$ cat src/rtl/latch_bist_pkg.sv
// Shared types and step-table constants for the latch self-test engine.
package latch_bist_pkg;

  typedef enum logic [2:0] {
    S_IDLE,
    S_APPLY,
    S_SETTLE,
    S_CHECK,
    S_DONE
  } state_t;

  localparam int          NUM_STEPS = 7;
  localparam int          NUM_TESTS = 6;
  localparam logic [2:0]  NO_FAIL   = 3'd7;
  localparam logic [2:0]  LAST_STEP = 3'(NUM_STEPS - 1);

  // Bit i of each vector belongs to step i; STEP_EXP packs {Q,notQ} per step.
  localparam logic [6:0]  STEP_EN  = 7'b0010011;
  localparam logic [6:0]  STEP_D   = 7'b1001010;
  localparam logic [6:0]  STEP_CHK = 7'b1101111;
  localparam logic [13:0] STEP_EXP = {2'b01, 2'b01, 2'b00, 2'b10, 2'b10, 2'b10, 2'b01};

endpackage

$ cat src/rtl/latch_bist_vec_rom.sv
// Combinational step table: step index -> latch drive, expected outputs, check flag.
module latch_bist_vec_rom
  import latch_bist_pkg::*;
(
  input  logic [2:0] idx,
  output logic       en,
  output logic       d,
  output logic [1:0] exp_qn,
  output logic       chk
);

  always_comb begin
    en     = 1'b0;
    d      = 1'b0;
    exp_qn = 2'b00;
    chk    = 1'b0;
    if (idx != NO_FAIL) begin
      en     = STEP_EN[idx];
      d      = STEP_D[idx];
      exp_qn = STEP_EXP[{idx, 1'b0} +: 2];
      chk    = STEP_CHK[idx];
    end
  end

endmodule

$ cat src/rtl/latch_bist.sv
// Self-test engine for a level-sensitive D latch: applies the step table,
// waits SETTLE_CYCLES, checks {Q,notQ}. LATCH_BIST_STOP_ON_FAIL_EN ends a run at the first mismatch.
module latch_bist
  import latch_bist_pkg::*;
#(
  parameter int SETTLE_CYCLES = 10
) (
  input  logic       Clk,
  input  logic       Rst_n,
  input  logic       Start,
  output logic       En,
  output logic       D,
  input  logic       Q,
  input  logic       notQ,
  output logic       Busy,
  output logic       Done,
  output logic [7:0] Passed,
  output logic       AllPassed,
  output logic [2:0] FailIdx
);

  state_t     state, state_nxt;
  logic [2:0] idx;
  logic [7:0] cnt;
  logic       rom_en, rom_d, rom_chk;
  logic [1:0] rom_exp;
  logic       match, fail;

  latch_bist_vec_rom u_rom (
    .idx    (idx),
    .en     (rom_en),
    .d      (rom_d),
    .exp_qn (rom_exp),
    .chk    (rom_chk)
  );

  // Complementary outputs that agree are never a valid latch state.
  assign match = (Q != notQ) && ({Q, notQ} == rom_exp);
  assign fail  = rom_chk && !match;

  always_comb begin
    state_nxt = state;
    unique case (state)
      S_IDLE, S_DONE: if (Start) state_nxt = S_APPLY;
      S_APPLY:        state_nxt = S_SETTLE;
      S_SETTLE:       if (cnt == 8'd0) state_nxt = S_CHECK;
      S_CHECK: begin
        if (idx == LAST_STEP) state_nxt = S_DONE;
`ifdef LATCH_BIST_STOP_ON_FAIL_EN
        else if (fail)        state_nxt = S_DONE;
`endif
        else                  state_nxt = S_APPLY;
      end
      default:        state_nxt = S_IDLE;
    endcase
  end

  always_ff @(posedge Clk) begin
    if (!Rst_n) begin
      state   <= S_IDLE;
      idx     <= 3'd0;
      En      <= 1'b0;
      D       <= 1'b0;
      Passed  <= 8'd0;
      FailIdx <= NO_FAIL;
    end else begin
      state <= state_nxt;
      case (state)
        S_IDLE, S_DONE: begin
          if (Start) begin
            idx     <= 3'd0;
            Passed  <= 8'd0;
            FailIdx <= NO_FAIL;
          end
        end
        S_APPLY: begin
          En <= rom_en;
          D  <= rom_d;
        end
        S_CHECK: begin
          if (rom_chk && match) Passed <= Passed + 8'd1;
          if (fail && FailIdx == NO_FAIL) FailIdx <= idx;
          if (state_nxt == S_APPLY) idx <= idx + 3'd1;
        end
        default: ;
      endcase
    end
  end

  // Settle counter is pure datapath; its value only matters inside SETTLE.
  always_ff @(posedge Clk) begin
    if (state == S_APPLY)                        cnt <= 8'(SETTLE_CYCLES - 1);
    else if (state == S_SETTLE && cnt != 8'd0)   cnt <= cnt - 8'd1;
  end

  assign Busy      = (state == S_APPLY) || (state == S_SETTLE) || (state == S_CHECK);
  assign Done      = (state == S_DONE);
  assign AllPassed = Done && (Passed == 8'(NUM_TESTS));

endmodule

$ cat config.mk
export PLATFORM = sky130hd
export DESIGN_NAME = latch_bist
export DESIGN_NICKNAME = d
export VERILOG_FILES = /design/src/rtl/latch_bist_pkg.sv /design/src/rtl/latch_bist_vec_rom.sv /design/src/rtl/latch_bist.sv
export SDC_FILE = /design/constraint.sdc
export NUM_CORES = 1
export LEC_CHECK = 0
export CORE_MARGIN = 10
export CORE_UTILIZATION = 29
export CTS_CLUSTER_DIAMETER = 150
export DETAILED_ROUTE_END_ITERATION = 10
export HOLD_SLACK_MARGIN = 0.02
export PLACE_DENSITY = 0.53
export SLEW_MARGIN = 20
export SYNTH_ARGS = -nofsm -noshare
export SYNTH_HDL_FRONTEND = slang
export SYNTH_HIERARCHICAL = 1
export SYNTH_SLANG_ARGS = --single-unit
$ cat constraint.sdc
create_clock -name Clk -period 2.4 [get_ports Clk]
set_clock_uncertainty 0.15 [all_clocks]
set_input_delay 0.48 -clock Clk [delete_from_list [all_inputs] [get_ports Clk]]
set_output_delay 0.48 -clock Clk [all_outputs]
set_load 0.01 [all_outputs]
### Word-level counts from Yosys, hierarchy flattened

Memories as Yosys holds them, arrays and structs flattened. A register that Yosys moved wholly into a read port is not among the register bits.
Index checks and enable logic that the tools add are counted.

* register bits: 27
* ROM bits: 24
* bits of input ports: 5
* output and inout port bits: 16
* logic and storage cells: 73
* memories kept: 3

* add/subtract/negate cells: 3
* order comparisons: 1
* equality and inequality tests: 15
* shift-type cells: 1
* muxes and demuxes: 26
* reduce and logical (&&, ||, !) cells: 17

Memory list
* (no name shown): depth 8, width 1, rd ports 1, clocked after memory_dff 1, write ports 0, RTL line latch_bist_vec_rom.sv:21 `chk = STEP_CHK[idx];`
* (no name shown): depth 8, width 1, rd ports 1, clocked after memory_dff 1, write ports 0, RTL line latch_bist_vec_rom.sv:18 `en = STEP_EN[idx];`
* (no name shown): depth 8, width 1, rd ports 1, clocked after memory_dff 1, write ports 0, RTL line latch_bist_vec_rom.sv:19 `d = STEP_D[idx];`

Operators by type and width (number)
* $mux 3: 13
* $mux 8: 2
* $pmux 8 s2: 1
* $shiftx 14x5->2 const A: 1
* $pmux 3 s2: 2
* $pmux 3 s4: 1
* $eq 3x3->1 const B: 3
* $reduce_and 3->1: 3
* $add 8x1->8 const B: 1
* $eq 8x3->1 const B: 1
* $logic_not 8->1: 1
* $ne 2x2->1 const B: 4
* $reduce_bool 8->1: 1
* $sub 8x1->8 const B: 1
* $eq 3x1->1 const B: 2
* $eq 3x2->1 const B: 2
* $logic_and 1x1->1: 6
* $mux 1: 6
* $lt 3x4->1 const B: 1
* $add 3x1->3 const B: 1
* $logic_not 3->1: 1
* $ne 3x3->1 const B: 1
* $eq 2x2->1: 1
* $logic_or 1x1->1: 2
* other kinds (5): 5

### Logic depth before layout (Yosys ltp)

Gate-level depths: netlist of the first run.

* depth in word-level cells: 9
* mapped depth: 9
* gate-level depth less buffers: 8

### By module

Netlist of the first run, hierarchy kept.

By module, submodules not included
* latch_bist: instances 1, cells each 161, area an instance 1422.6 um^2
* latch_bist_vec_rom: instances 1, cells each 14, area an instance 105.1 um^2

### Worst setup path before layout of the first run

No wires, ideal clock.

* path kind: register to register
* start point: register idx[0]
* end point: register Passed[6]
* arrival time: 1.958 ns
* slack: 0.218 ns
* stages on the path, launching flop included: 10
* path buffers: 1
* period minus slack after synthesis: 2.182 ns
* cells stage by stage: dfxtp_1 -> inv_1 -> ha_1 -> nand3b_1 -> o21ai_1 -> and4bb_2 -> o21ai_1 -> clkbuf_1 -> a2111o_1 -> o21ai_0

* word-level cells in the longest chain between the ends: 7
* elaborated cells on any way between the ends: 9
* those cells by class: eq/ne (3); shift (1); mux (2); reduce/logical (3)

Ends and longest elaborated chain
* start, declared: RTL line latch_bist.sv:23 `logic [2:0] idx;`
* start signal, assigned: RTL line latch_bist.sv:83 `if (state_nxt == S_APPLY) idx <= idx + 3'd1;`
* $shiftx 14x5->2 or $ne 3x3->1 (tied branches): RTL line latch_bist_vec_rom.sv:20, latch_bist_vec_rom.sv:17
* $mux 2 *: RTL line latch_bist_vec_rom.sv:17 `if (idx != NO_FAIL) begin`
* via rom_exp[0]: RTL line latch_bist.sv:26 `logic [1:0] rom_exp;`
* $eq 2x2->1 *: RTL line latch_bist.sv:38 `assign match = (Q != notQ) && ({Q, notQ} == rom_exp);`
* $logic_and 1x1->1 *: RTL line latch_bist.sv:38
* $logic_and 1x1->1 *: RTL line latch_bist.sv:81 `if (rom_chk && match) Passed <= Passed + 8'd1;`
* $ne 2x2->1 (no line) *
* $reduce_and 3->1 (no line) *
* end signal, assigned: RTL line latch_bist.sv:81
* end, declared: RTL line latch_bist.sv:17 `output logic [7:0] Passed,`

Mark *: on every way through the listed nets, which the timed path passes. The rest lies on a longest branch.
A chain may end at the register's enable or synchronous reset.

### Worst setup path after layout of the first run

* start point: register idx[1]
* end point: register FailIdx[1]

* word-level cells in the longest chain between the ends: 9
* elaborated cells on any way between the ends: 13
* those cells by class: eq/ne (3); shift (1); mux (4); reduce/logical (5)

Ends and longest elaborated chain
* $shiftx 14x5->2 or $ne 3x3->1 (tied branches): RTL line latch_bist_vec_rom.sv:20, latch_bist_vec_rom.sv:17
* $mux 2 *: RTL line latch_bist_vec_rom.sv:17
* via rom_exp[0]: RTL line latch_bist.sv:26
* $eq 2x2->1 *: RTL line latch_bist.sv:38
* $logic_and 1x1->1 *: RTL line latch_bist.sv:38
* $logic_not 1->1 *: RTL line latch_bist.sv:39 `assign fail = rom_chk && !match;`
* $logic_and 1x1->1 *: RTL line latch_bist.sv:39
* $logic_and 1x1->1 *: RTL line latch_bist.sv:82 `if (fail && FailIdx == NO_FAIL) FailIdx <= idx;`
* $ne 2x2->1 (no line) *
* $reduce_and 3->1 (no line) *
* end signal, assigned: RTL line latch_bist.sv:82
* end, declared: RTL line latch_bist.sv:19 `output logic [2:0] FailIdx`

Mark *: on every way through the listed nets, which the timed path passes. The rest lies on a longest branch. The select of a mux whose other input is x is not followed.

==> results of run 1 <==
## flip-flops by register name, summed over array words and instances (netlist names)
| signal | cells |
|---|---|
| state | 3 |
| Passed | 8 |
| D | 1 |
| FailIdx | 3 |
| idx | 3 |
| En | 1 |
| cnt | 8 |
## synthesized netlist by cell type, drive strengths merged, types with 2 or more instances
master	instances	area, sq um
xnor2	3	26.28
dfxtp	27	540.5
or3b	3	26.28
ha	8	100.1
xor2	2	17.52
o22ai	4	25.02
a22o	2	17.52
nor3b	2	20.02
nor2	15	56.30
and4bb	2	25.02
o21a	2	15.01
buf	3	17.52
a21boi	3	22.52
a2111o	3	33.78
or4	2	18.77
a21oi	8	40.04
a31oi	2	12.51
and3	3	18.77
nand3	4	20.02
o21ai	9	45.04
a211oi	2	15.01
inv	11	41.29
a31o	2	17.52
nor4	2	18.77
nand2	19	71.32
mux2i	3	30.03
nor2b	2	20.02
o211ai	3	22.52
nand3b	2	15.01
clkbuf	4	15.01
and2	5	31.28
## metal layers
layer / global-route usage (%) / wire length, microns
met5: 0 / 0
met4: 2.057 / 23
met3: 3.471 / 198
met2: 13.35 / 1596
met1: 10.71 / 1759
## cell families after synthesis
| group | share of synthesized area (%) |
|---|---|
| adder cells (fa/ha/maj) | 6.552 |
| multiplexers | 1.966 |
| buffers and inverters | 4.832 |
| flip-flops | 35.38 |
| XOR/XNOR | 2.867 |
| AO/OA/AOI/OAI | 20.88 |
| AND/OR/NAND/NOR | 27.52 |
## repair_timing
| action | in CTS | in global routing |
|---|---|---|
| resized for setup | 1 | 0 |
| setup buffers | 0 | 0 |
| setup endpoints to repair | 1 | 0 |
## critical path: stages (launching register included)
cell      delay [ns]
dfxtp_1         0.41
inv_1           0.10
ha_1            0.27
nand3b_1        0.08
o21ai_1         0.07
and4bb_2        0.26
or4b_1          0.58
o22ai_1         0.15
nand2_1         0.06
## through the flow
step | cell area [sq um] | util [%] | power, W | worst slack, ns | cells
CTS | 1941 | 38.00 | 0.001052 | 0.1372 | 277
floorplan | 1528 | - | 0.0007148 | 0.2179 | 175
global route | 1941 | 38.00 | 0.001111 | 0.01831 | 277
detailed placement | 1896 | 37.11 | 0.0007841 | 0.09103 | 273
global placement | 1896 | 37.11 | 0.0007835 | 0.1336 | 273
finish | 1941 | 38.00 | 0.001030 | 0.1526 | 277
## cell type report
cell class / count / area (sq um)
Sequential cell: 27 / 540.5
Inverter: 11 / 41.29
Clock buffer: 3 / 41.29
Timing Repair Buffer: 35 / 311.5
Multi-Input combinational cell: 130 / 913.4
Tap cell: 70 / 87.58
Clock inverter: 1 / 5.005
Fill cell: 549 / 3167
## report_power, final
part	switching (W)	internal (W)
Combinational	0.000127	0.000114
Clock	0.000143	0.000116
Sequential	0.0000423	0.000488
Total	0.000312	0.000718
## worst max-delay path by stage
| stage | from | cells past startpoint | end | slack, ns |
|---|---|---|---|---|
| after floorplan | idx[0] | 9 | Passed[6] | 0.22 |
| after global placement | Q | 5 | FailIdx[1] | 0.13 |
| after detailed placement | Start | 5 | Passed[5] | 0.09 |
| after CTS | idx[0] | 8 | FailIdx[1] | 0.14 |
| after global routing | idx[1] | 8 | FailIdx[2] | 0.02 |
| final | idx[1] | 8 | FailIdx[1] | 0.15 |
==> results_dict.tcl, run 1 <==
set metrics [dict create \
    status "finished, final reports clean" \
    syn_avg_cell_area_sq_um 8.730 \
    drc 0 \
    h-tree-depth 1 \
    worstSetupPathType "flop to flop" \
    cts_hold_buffers 0 \
    die_h_microns 92.58 \
    hold_viol_final 0 \
    r2r_start "idx[1]" \
    antenna_found_initial 0 \
    drv_slew 0 \
    dp_hpwl_microns 2683 \
    synth_flop_cell "dfxtp_1" \
    async_flop_share_pct 0 \
    yosysWarnings 6 \
    synth_cell_types 51 \
    grt_max_degree 17 \
    clockRootBuffer "clkbuf_8" \
    ys_seq_area_share_pct 35.38 \
    p_leak_nw 0.7327 \
    ys_seq_elements 27 \
    hold_depth 2 \
    rows 26 \
    fin_crit_ns 2.247 \
    cp-start-kind "flop" \
    n_antenna_cell 0 \
    gr-total-overflow 0 \
    slew_headroom_pct 60.97 \
    hold_slack_ns 0.3174 \
    mostFrequentLayoutCell "dfxtp_1" \
    coreArea_sq_um 5107 \
    crit_path_max_fanout 4 \
    clkSlewWorstSetupHoldPaths_ns 0.10 \
    max_freq_ghz 0.4450 \
    start_util_pct 29.91 \
    area_growth_pct 27.03 \
    synth-edff-count 0 \
    peakVddDrop_uv 394.4 \
    vias 1316 \
    rr_endpoint "FailIdx[1]" \
    fin_crit_sh_pct 93.64 \
    postSynthCellCount 175 \
    drv_cap 0 \
    holdPathEnd "En" \
    hold_start "En" \
    port_buffers 20 \
    routed_wl_microns 3577 \
    gp_congestion 0.7398 \
    required_ns 2.41 \
    viasPerCell 4.751 \
    io-pin-count 21 \
    cts_tree "done" \
    nets 221 \
    synth_area_sq_um 1528 \
    rrSetupSlack_ns 0.15 \
    final_layout_size_suffix_gt1_share_pct 14.98 \
    layout_common_cells "dfxtp_1 (27), nand2_1 (19), clkdlybuf4s50_1 (19)" \
    die_w_microns 92.58 \
    numClockSinks 27 \
    ff2ff_path_depth 8 \
    drt_iter0_markers 54 \
    cts_buffers 3 \
    arrival_ns 2.26 \
    grt_pass1_wl_microns 6065 \
    min_path_type "flop to flop" \
    cts_buffer_depth 2 \
    cellPowerDensity_nw_per_um2 531.0 \
    end_kind "flop" \
    synth_nets 188 \
    track_usage_pct 8.549 \
    worstMarginPinSlew_ns 0.5806 \
    first_pass_iters 4 \
    dieArea_sq_um 8571 \
    setup_violations 0 \
    clock_latency_ns 0.27 \
    wl_per_cell_microns 12.91 \
    finalSetupTns_ns 0 \
    ant_nets 0 \
    rsz0062_at_grt "false" \
    grt_pass1_vias 1271 \
]
(Power assumes the default switching activity.)
==> run 2, diff against run 1 <==
--- a/config.mk
+++ b/config.mk
@@ -5,7 +5,8 @@
 export SDC_FILE = /design/constraint.sdc
 export NUM_CORES = 1
 export LEC_CHECK = 0
-export CORE_MARGIN = 10
+export ABC_CLOCK_PERIOD_IN_PS = 2400
+export CORE_MARGIN = 8
 export CORE_UTILIZATION = 29
 export CTS_CLUSTER_DIAMETER = 150
 export DETAILED_ROUTE_END_ITERATION = 10
==> run 2 against run 1 <==
Effect of this change: global-route usage rose by 1.6 points; die area shrank 8.5%; largest cell class unchanged; final cell count grew 0.72%; register-to-register slack improved by 0.03 ns; count of clock-buffer cells in the layout unchanged; final area grew 0.77%; sequential power barely moved; power up 1.1%; highest routed layer unchanged; critical path type is now flop to output pin; clock power increased by 2%; flip-flop and latch count did not move.
==> results_dict.tcl, run 2 (synthesis results as in run 1) <==
set metrics [dict create \
    status "finished, final reports clean" \
    end_kind "output pin" \
    nets 223 \
    clkSlewWorstSetupHoldPaths_ns 0.10 \
    clock_latency_ns 0.27 \
    dieArea_sq_um 7846 \
    drt_iter0_markers 50 \
    cp-start-kind "flop" \
    rsz0062_at_grt "false" \
    cts_buffers 3 \
    mostFrequentLayoutCell "dfxtp_1" \
    fin_crit_sh_pct 93.80 \
    track_usage_pct 10.12 \
    coreArea_sq_um 5107 \
    crit_path_max_fanout 2 \
    numClockSinks 27 \
    reg_top3 "Passed (8), cnt (8)" \
    required_ns 1.77 \
    min_path_type "flop to flop" \
    drc 0 \
    slew_headroom_pct 60.62 \
    n_antenna_cell 0 \
    power_w 0.001042 \
    clockRootBuffer "clkbuf_8" \
    antenna_found_initial 0 \
    routed_wl_microns 3642 \
    worstSetupPathType "flop to output pin" \
    wl_per_cell_microns 13.05 \
    h-tree-depth 1 \
    cts_tree "done" \
    finalSetupTns_ns 0 \
    post_cts_buffers 0 \
    cellPowerDensity_nw_per_um2 532.8 \
    hold_viol_final 0 \
    grt_pass1_vias 1382 \
    first_pass_iters 4 \
    peakVddDrop_uv 349.2 \
    gr-total-overflow 0 \
    grt_pass1_wl_microns 6285 \
    arrival_ns 1.62 \
    start_util_pct 29.91 \
    vias 1362 \
    cts_resized 1 \
    max_freq_ghz 0.4442 \
    rows 26 \
    dp_hpwl_microns 2701 \
    die_w_microns 88.58 \
    gp_congestion 0.7617 \
    num-fill-cells 565 \
    die_h_microns 88.58 \
    io-pin-count 21 \
    p_leak_nw 0.7419 \
    cts_buffer_depth 2 \
    final_layout_size_suffix_gt1_share_pct 15.79 \
    layout_common_cells "dfxtp_1 (27), nand2_1 (19), clkdlybuf4s50_1 (19)" \
    setup_violations 0 \
    ant_nets 0 \
    area_growth_pct 28.01 \
    worstMarginPinSlew_ns 0.5858 \
    drv_cap 0 \
    viasPerCell 4.882 \
    cts_hold_buffers 0 \
    cp_slowest_cell "dfxtp_1" \
    fin_crit_ns 2.251 \
    grt_max_degree 17 \
    path_cells "inv_1 -> ha_1 -> nor4bb_1 -> nand2_1 -> nor4_1 -> dlygate4sd2_1" \
    drv_slew 0 \
    critPathMaxStageDelay_ns 0.32 \
    port_buffers 20 \
]
[run 2: cell types whose count changed in the layout (fill, tap and decap cells not counted)]
cell and delta:
buf_4 +2
[run 2: per-stage QoR]
stage / utilization (%) / hold slack, ns / cell area, sq um / setup WS (ns) / std cells
finish: 38.29 / 0.3153 / 1956 / 0.1487 / 279
global route: 38.29 / 0.3696 / 1956 / 0.003370 / 279
CTS: 38.29 / 0.3226 / 1956 / 0.1296 / 279
detailed placement: 37.41 / 0.3078 / 1911 / 0.1204 / 275
global placement: 37.41 / 0.3032 / 1911 / 0.1306 / 275
floorplan: - / 0.3206 / 1528 / 0.2179 / 175
[run 2: area by class of cell]
| cell class | instances | area, sq um | share of cell area [%] |
|---|---|---|---|
| clock inverter | 1 | 5.005 | 0.2559 |
| clock buffer | 3 | 41.29 | 2.111 |
| timing repair buffer | 37 | 326.6 | 16.70 |
| sequential | 27 | 540.5 | 27.64 |
| multi-input combinational | 130 | 913.4 | 46.70 |
| tap | 70 | 87.58 | 4.479 |
| inverter | 11 | 41.29 | 2.111 |
[run 2: layer usage]
| layer | vias to the layer above | track usage [%] | share of wire (%) |
|---|---|---|---|
| li1 | 703 | - | - |
| met1 | 642 | 11.49 | 48 |
| met2 | 15 | 17.79 | 47 |
| met3 | 2 | 3.621 | 4.5 |
| met4 | 0 | 1.843 | 0.41 |
| met5 | - | 0 | 0 |
[run 2: final timing paths]
check             cells after the start    endpoint  startpoint  slack, ns
setup / recovery                      6   AllPassed   Passed[0]       0.15
setup reg to reg                      8  FailIdx[0]      idx[1]       0.18
hold / removal                        2          En          En       0.32
hold reg to reg                       2          En          En       0.32
[run 2: critical path, delay by kind of cell, from the launching register on]
family        cells  cell delay (ns)
simple gates      3             0.53
buf+inv           2             0.37
flops             1             0.32
fa+ha+maj         1             0.14
[run 2: power by group]
part,internal [W],leakage (nW),switching (W)
logic,0.000119,0.497,0.000131
registers,0.000488,0.219,0.0000414
clock network,0.000116,0.0255,0.000146
==> run 3, diff against run 2 <==
--- a/config.mk
+++ b/config.mk
@@ -11,7 +11,7 @@
 export CTS_CLUSTER_DIAMETER = 150
 export DETAILED_ROUTE_END_ITERATION = 10
 export HOLD_SLACK_MARGIN = 0.02
-export PLACE_DENSITY = 0.53
+export PLACE_DENSITY = 0.58
 export SLEW_MARGIN = 20
 export SYNTH_ARGS = -nofsm -noshare
 export SYNTH_HDL_FRONTEND = slang
==> run 3 against run 2 <==
Effect of this change: combinational power down 6%; power down 1.6%; critical path type unchanged; register-to-register slack got worse by 0.02 ns.
==> results_dict.tcl, run 3 (synthesis results as in run 1) <==
set metrics [dict create \
    status "finished, final reports clean" \
    routed_wl_microns 3472 \
    hold_start "En" \
    ff2ff_path_depth 8 \
    final_layout_size_suffix_gt1_share_pct 14.63 \
    stdcell_count 275 \
    grt_max_degree 17 \
    postLayoutCoreUtil_pct 37.82 \
    multi_input_area_sq_um 919.6 \
    h-tree-depth 1 \
    antenna_found_initial 0 \
    p_leak_nw 0.7208 \
    slew_headroom_pct 58.37 \
    preCtsSetupSlack_ns 0.08618 \
    cts_buffer_depth 2 \
    arrival_ns 1.62 \
    max_freq_ghz 0.4448 \
    clockRootBuffer "clkbuf_8" \
    clock_latency_ns 0.27 \
    n_antenna_cell 0 \
    setup_violations 0 \
    area_growth_pct 26.45 \
    gr-total-overflow 0 \
    viasPerCell 4.767 \
    crit_path_max_fanout 2 \
    drc 0 \
    dieArea_sq_um 7846 \
    num-fill-cells 554 \
    grt_pass1_wl_microns 5706 \
    post_cts_buffers 0 \
    cts_tree "done" \
    cellPowerDensity_nw_per_um2 530.5 \
    gp_congestion 0.7552 \
    numClockSinks 27 \
    cp-start-kind "flop" \
    rr_endpoint "FailIdx[2]" \
    placed_cells 271 \
    required_ns 1.77 \
    mostFrequentLayoutCell "dfxtp_1" \
    drv_cap 0 \
    finalWorstSetupSlack_ns 0.1519 \
    rsz0062_at_grt "false" \
    seq_area_sq_um 541.8 \
    cp_slowest_cell "dfxtp_1" \
    worstMarginPinSlew_ns 0.6218 \
    die_h_microns 88.58 \
    reg_top3 "Passed (8), cnt (8)" \
    rows 26 \
    path_cells "inv_1 -> ha_1 -> nor4bb_2 -> nand2_1 -> nor4_1 -> dlygate4sd2_1" \
    min_path_type "flop to flop" \
    port_buffers 20 \
    grt_pass1_vias 1183 \
    holdPathEnd "En" \
    fin_crit_sh_pct 93.67 \
    first_pass_iters 4 \
    fin_crit_ns 2.248 \
    peakVddDrop_uv 229.7 \
    start_util_pct 29.91 \
    end_kind "output pin" \
    cts_buffers 3 \
    worstSetupPathType "flop to output pin" \
    wl_per_cell_microns 12.63 \
    hold_depth 2 \
    finalSetupTns_ns 0 \
    io-pin-count 21 \
    layout_common_cells "dfxtp_1 (26), nand2_1 (19), clkdlybuf4s50_1 (19)" \
    rrSetupSlack_ns 0.16 \
    ant_nets 0 \
    drt_iter0_markers 42 \
    dp_hpwl_microns 2583 \
    hold_viol_final 0 \
    die_w_microns 88.58 \
    clkSlewWorstSetupHoldPaths_ns 0.09 \
    coreArea_sq_um 5107 \
    r2r_start "idx[0]" \
    critPathMaxStageDelay_ns 0.32 \
    nets 219 \
    vias 1311 \
    drv_slew 0 \
    track_usage_pct 9.272 \
]
run 3: cell count changes in the layout (fill, tap and decap cells not counted):
cell      previous run  this run
buf_4               17        13
clkbuf_1             0         1
clkinv_2             1         0
dfxtp_1             27        26
dfxtp_2              0         1
nor4bb_1             1         0
nor4bb_2             0         1
run 3: critical path: cells and delay by family, from the launching register on:
family | cells | cell delay (ns)
AND/OR/NAND/NOR | 3 | 0.54
buffers and inverters | 2 | 0.36
flip-flops | 1 | 0.32
adder cells (fa/ha/maj) | 1 | 0.13
run 3: layout make-up:
class,count,share of cell area (%)
Sequential cell,27,28.04
Tap cell,70,4.534
Clock buffer,4,2.332
Multi-Input combinational cell,130,47.60
Timing Repair Buffer,33,15.35
Inverter,11,2.137
run 3: metal layers:
layer	track usage, %	wire, microns	share of wire, %	vias to the layer above
met3	3.343	132	3.8	4
met4	2.304	31	0.89	0
met1	11.32	1771	51	602
met2	15.00	1535	44	12
li1	-	-	-	693
met5	0	0	0	-
run 3: worst max path at each step:
stage / end / depth (start not counted) / from / slack, ns
3_3_place_gp: AllPassed / 6 / Passed[0] / 0.10
2_1_floorplan: Passed[6] / 9 / idx[0] / 0.22
4_1_cts: AllPassed / 6 / Passed[0] / 0.12
3_5_place_dp: AllPassed / 6 / Passed[0] / 0.09
6_report: AllPassed / 6 / Passed[0] / 0.15
5_1_grt: Passed[6] / 9 / idx[0] / 0.03
run 3: timing repair:
action / in CTS / in global routing
hold buffers: 0 / 0
endpoints found under the setup margin: 1 / 1
gates resized for setup: 2 / 1
hold endpoints to repair: 0 / 0
run 3: stage by stage:
| stage | power (W) | hold WS (ns) | cell area [sq um] |
|---|---|---|---|
| after floorplan | 0.0007148 | 0.3206 | 1528 |
| after global placement | 0.0007760 | 0.3091 | 1881 |
| after global routing | 0.001099 | 0.3503 | 1932 |
| after CTS | 0.001047 | 0.3226 | 1931 |
| final | 0.001025 | 0.3168 | 1932 |
| after detailed placement | 0.0007785 | 0.3090 | 1881 |
run 3: power breakdown:
| part | switching, W | leakage [nW] | internal (W) |
|---|---|---|---|
| Sequential | 0.0000408 | 0.220 | 0.000488 |
| Combinational | 0.000126 | 0.478 | 0.000110 |
| Clock | 0.000141 | 0.0228 | 0.000119 |
| Total | 0.000308 | 0.721 | 0.000717 |
==> edit 1 (settings of run 3) <==
The 5 states of `state_t` get a one-hot encoding in 5 bits.
--- a/src/rtl/latch_bist_pkg.sv
+++ b/src/rtl/latch_bist_pkg.sv
@@ -1,12 +1,12 @@
 // Shared types and step-table constants for the latch self-test engine.
 package latch_bist_pkg;
 
-  typedef enum logic [2:0] {
-    S_IDLE,
-    S_APPLY,
-    S_SETTLE,
-    S_CHECK,
-    S_DONE
+  typedef enum logic [4:0] {
+    S_IDLE   = 5'b00001,
+    S_APPLY  = 5'b00010,
+    S_SETTLE = 5'b00100,
+    S_CHECK  = 5'b01000,
+    S_DONE   = 5'b10000
   } state_t;
 
   localparam int          NUM_STEPS = 7;
Check against the original RTL: same outputs for any inputs over 10 cycles, from zero or initial values and one cycle with Rst_n low; not proved beyond that.
==> edit 1 against run 3 <==
Final area increased by 15%; count of clock-buffer cells in the layout increased by 1; synthesized cell count increased by 10%; non-clock buffer count increased by 6; power increased by 40%; via count increased by 12%; sequential cell count increased by 2; worst setup slack improved by 0.011 ns; routed wire length increased by 7.3%; synthesized area increased by 11%; largest power group is now clock; highest routed layer unchanged.
==> edit 1: results (changes against run 3) <==
[clocking]
cts.clk_slew.worst_paths_ns = 0.06  ; was 0.09 ns
cts_setup_buffers = 1  ; was 0
numCtsBuffers = 5  ; was 3
ctsResizeCount = 9  ; was 2

[yosys]
synthTopCellsByArea = dfxtp_1 34%, ha_1 5.9%, nor2_1 4.2%, xnor2_1 4.1%, nand2_1 4.0%  ; was dfxtp_1 35%, ha_1 6.6%, nand2_1 4.7%, nor2_1 3.7%, inv_1 2.7%
avgSynthCellArea_um2 = 8.76  ; was 8.73 um^2
yosysWarningCount = 6  ; unchanged
yosysSeqAreaShare = 0.343  ; was 0.354
ys_types = 46  ; was 51
syn_nets = 206  ; was 188
synth_common_cells = 29 x dfxtp_1, 19 x nor2_1, 18 x nand2_1  ; was 27 x dfxtp_1, 19 x nand2_1, 15 x nor2_1

[drt]
route.met3.wl_um = 230  ; was 132 um
drt-met1-wl_mm = 1.79  ; was 1.77 mm
wl_met2_mm = 1.64  ; was 1.54 mm
drt_iter0_drc = 68  ; was 42
drt-total-wl_mm = 3.73  ; was 3.47 mm
vias = 1472  ; was 1311

[finish]
drive_above_1_share = 0.202  ; was 0.146
top_regs = Passed: 8 flops, cnt: 8 flops, state: 5 flops  ; was Passed: 8 flops, cnt: 8 flops

[sta]
finalCritPeriodShare = 0.932  ; was 0.937
worst_slew_pin_slew_ns = 0.536  ; was 0.622 ns

[global_routing]
grt_util_met2 = 0.142  ; was 0.150
grt_pass1_vias = 1386  ; was 1183
grt_pass1_wl_mm = 6.39  ; was 5.71 mm
use_met1 = 0.113  ; about the same
grt_max_degree = 16  ; was 17

[placed_design]
place_congestion = 0.801  ; was 0.755
place_inst = 298  ; was 271
pre_cts_ws_ns = 0.0663  ; was 0.0862 ns

[critical_path]
reg2reg_to = Passed[4]  ; was FailIdx[2]
cpPeakStageDelay_ns = 0.39  ; was 0.32 ns
cp-startpoint = state[2]  ; was Passed[0]
endpoint = Busy  ; was AllPassed
cp_max_fo = 5  ; was 2
r2r_cells = 9  ; was 8
critPathSlowestCell = dfxtp_2  ; was dfxtp_1

[outcome]
status = finished, final reports clean  ; unchanged

[pwr]
powerSeq_uw = 572  ; was 529 uW
pwr-share-seq = 0.398  ; was 0.516

==> edit 1: layout make-up <==
type,count,area [um^2]
Fill cell,585,3550
Tap cell,75,93.8
Inverter,10,37.5
Clock inverter,3,65.1
Timing Repair Buffer,39,343
Multi-Input combinational cell,147,1030
Clock buffer,5,68.8
Sequential cell,29,592
==> edit 1: worst min path at each step <==
stage,to,slack (ns),cells past startpoint
floorplan,cnt[7],0.33,2
global placement,En,0.31,2
detailed placement,En,0.32,2
CTS,En,0.33,2
global route,D,0.36,2
finish,En,0.32,2
==> edit 1: cells by family (layout without fill, tap and decap cells) <==
group / count (synthesis) / after routing / synth area share
adders and majority gates: 8 / 8 / 0.0592
and+or+nand+nor: 89 / 89 / 0.321
AOI/OAI and AO/OA: 38 / 38 / 0.166
xor gates and xnor gates: 12 / 12 / 0.0622
buffers and inverters: 17 / 57 / 0.0489
DFF: 29 / 29 / 0.343
==> edit 2 (config.mk and constraints of run 3) <==
Without the edit above. The option `LATCH_BIST_STOP_ON_FAIL_EN` is turned on by a define.
--- a/src/rtl/latch_bist.sv
+++ b/src/rtl/latch_bist.sv
@@ -1,5 +1,7 @@
 // Self-test engine for a level-sensitive D latch: applies the step table,
 // waits SETTLE_CYCLES, checks {Q,notQ}. LATCH_BIST_STOP_ON_FAIL_EN ends a run at the first mismatch.
+`define LATCH_BIST_STOP_ON_FAIL_EN
+
 module latch_bist
   import latch_bist_pkg::*;
 #(
Function: no difference found for any inputs over 10 cycles, from zero or initial values and one cycle with Rst_n low; that may be too few to reach the edited logic, so the function may still have changed.
==> edit 2 against run 3 <==
Power rose by 1.7%; largest power group unchanged; synthesized area rose by 3.5%; sequential cell count unchanged; hold slack better by 0.058 ns; utilization shrank 1.7 points; final area is 0.52% higher; routed wire length shrank 5.9%; worst setup slack improved by 0.014 ns.
==> edit 2: results (changes against run 3) <==
[finish]
fill_cells = 547  ; was 554
drive_above_1_share = 0.148  ; was 0.146
stdcell_count = 268  ; was 275
multi_input_cells = 126  ; was 130
layout.nonclk_buf_frac = 0.141  ; was 0.153
final_net_count = 210  ; was 219
n_all_inverters = 9  ; was 11
multi_input_area_um2 = 957  ; was 920 um^2
n_all_buffers = 30  ; was 33
area_growth_pct = 22.8  ; was 26.5%
clkCellAreaFrac = 0.0238  ; was 0.0233
utilization = 0.362  ; was 0.378
sh_seq_area = 0.278  ; was 0.280

[yosys]
syn_nets = 182  ; was 188
synth_common_cells = 27 x dfxtp_1, 15 x nor2_1, 9 x inv_1, 9 x nand2_1, 8 x ha_1  ; was 27 x dfxtp_1, 19 x nand2_1, 15 x nor2_1
yosysSeqAreaShare = 0.342  ; was 0.354
postSynthCellCount = 169  ; was 175
yosysWarningCount = 6  ; unchanged
synthTopCellsByArea = dfxtp_1 34%, ha_1 6.3%, xor2_1 3.9%, nor2_1 3.6%, buf_6 2.8%  ; was dfxtp_1 35%, ha_1 6.6%, nand2_1 4.7%, nor2_1 3.7%, inv_1 2.7%
ys_types = 53  ; was 51

[global_routing]
grt_pass1_wl_mm = 5.78  ; was 5.71 mm
grt_util_met2 = 0.135  ; was 0.150
use_met1 = 0.100  ; was 0.113
track_usage = 0.0847  ; was 0.0927
grt_use_met3 = 0.0216  ; was 0.0334
grt_max_degree = 18  ; was 17

[drt]
drt_iter0_drc = 44  ; was 42
drt-total-wl_mm = 3.27  ; was 3.47 mm
drt-met1-wl_mm = 1.60  ; was 1.77 mm
vias = 1306  ; was 1311
wl_met2_mm = 1.44  ; was 1.54 mm
route.met3.wl_um = 143  ; was 132 um

[critical_path]
cp_max_fo = 7  ; was 2
cpPeakStageDelay_ns = 0.45  ; was 0.32 ns
critPathSlowestCell = or3b_4  ; was dfxtp_1
reg2reg_to = FailIdx[0]  ; was FailIdx[2]
r2r_start = idx[0]  ; unchanged
r2r_cells = 8  ; unchanged
path_class = flip-flop to flip-flop  ; was flip-flop to output port
arrival_ns = 2.26  ; was 1.62 ns

[pwr]
p_per_area_nw_per_um2 = 537  ; was 531 nW/um^2
switching_share = 0.307  ; was 0.300
comb-power_uw = 240  ; was 236 uW
p_leak_nw = 0.762  ; was 0.721 nW
p_int_uw = 722  ; was 717 uW
pwr-share-seq = 0.515  ; was 0.516
vdd_drop_max_mv = 0.222  ; was 0.230 mV

[clocking]
cts_setup_buffers = 0  ; unchanged

[sta]
holdWs_ns = 0.375  ; was 0.317 ns
finalWorstSetupSlack_ns = 0.166  ; was 0.152 ns
worst_slew_pin_slew_ns = 0.524  ; was 0.622 ns

[placed_design]
place_congestion = 0.761  ; was 0.755
place_area_um2 = 1890  ; was 1880 um^2
pre_cts_ws_ns = 0.0791  ; was 0.0862 ns
place_inst = 264  ; was 271
numPortBuffers = 20  ; unchanged
hpwlAfterDp_mm = 2.47  ; was 2.58 mm

[worst_hold_path]
min_delay_worst_endpoint = En  ; unchanged

[outcome]
status = finished, final reports clean  ; unchanged

-- edit 2: cell count changes in the layout (fill, tap and decap cells not counted), moves of 3 or more --
cell       change
nand4_1        +6
o2111ai_1      +3
xor2_1         +5
a21oi_1        -6
o22ai_1        -4
buf_4          -3
o21ai_0        -3
nand2_1       -10
-- edit 2: cells by family after synthesis --
group,count (synthesis),share of synthesized area
compound gates,36,0.183
xor+xnor,9,0.0498
fa+ha+maj,8,0.0633
buf+inv,16,0.0593
flops,27,0.342
mux,4,0.0253
simple gates,69,0.278
-- edit 2: worst max-delay path, delay by kind of cell, from the launching register on --
family | cells | cell delay (ns)
flops | 1 | 0.38
fa+ha+maj | 1 | 0.28
buf+inv | 1 | 0.08
simple gates | 4 | 0.87
compound gates | 2 | 0.39
-- edit 2: repair_timing --
action                                  in CTS  in global routing
resized for setup                            1                  2
endpoints found under the setup margin       1                  8
hold buffers                                 0                  0
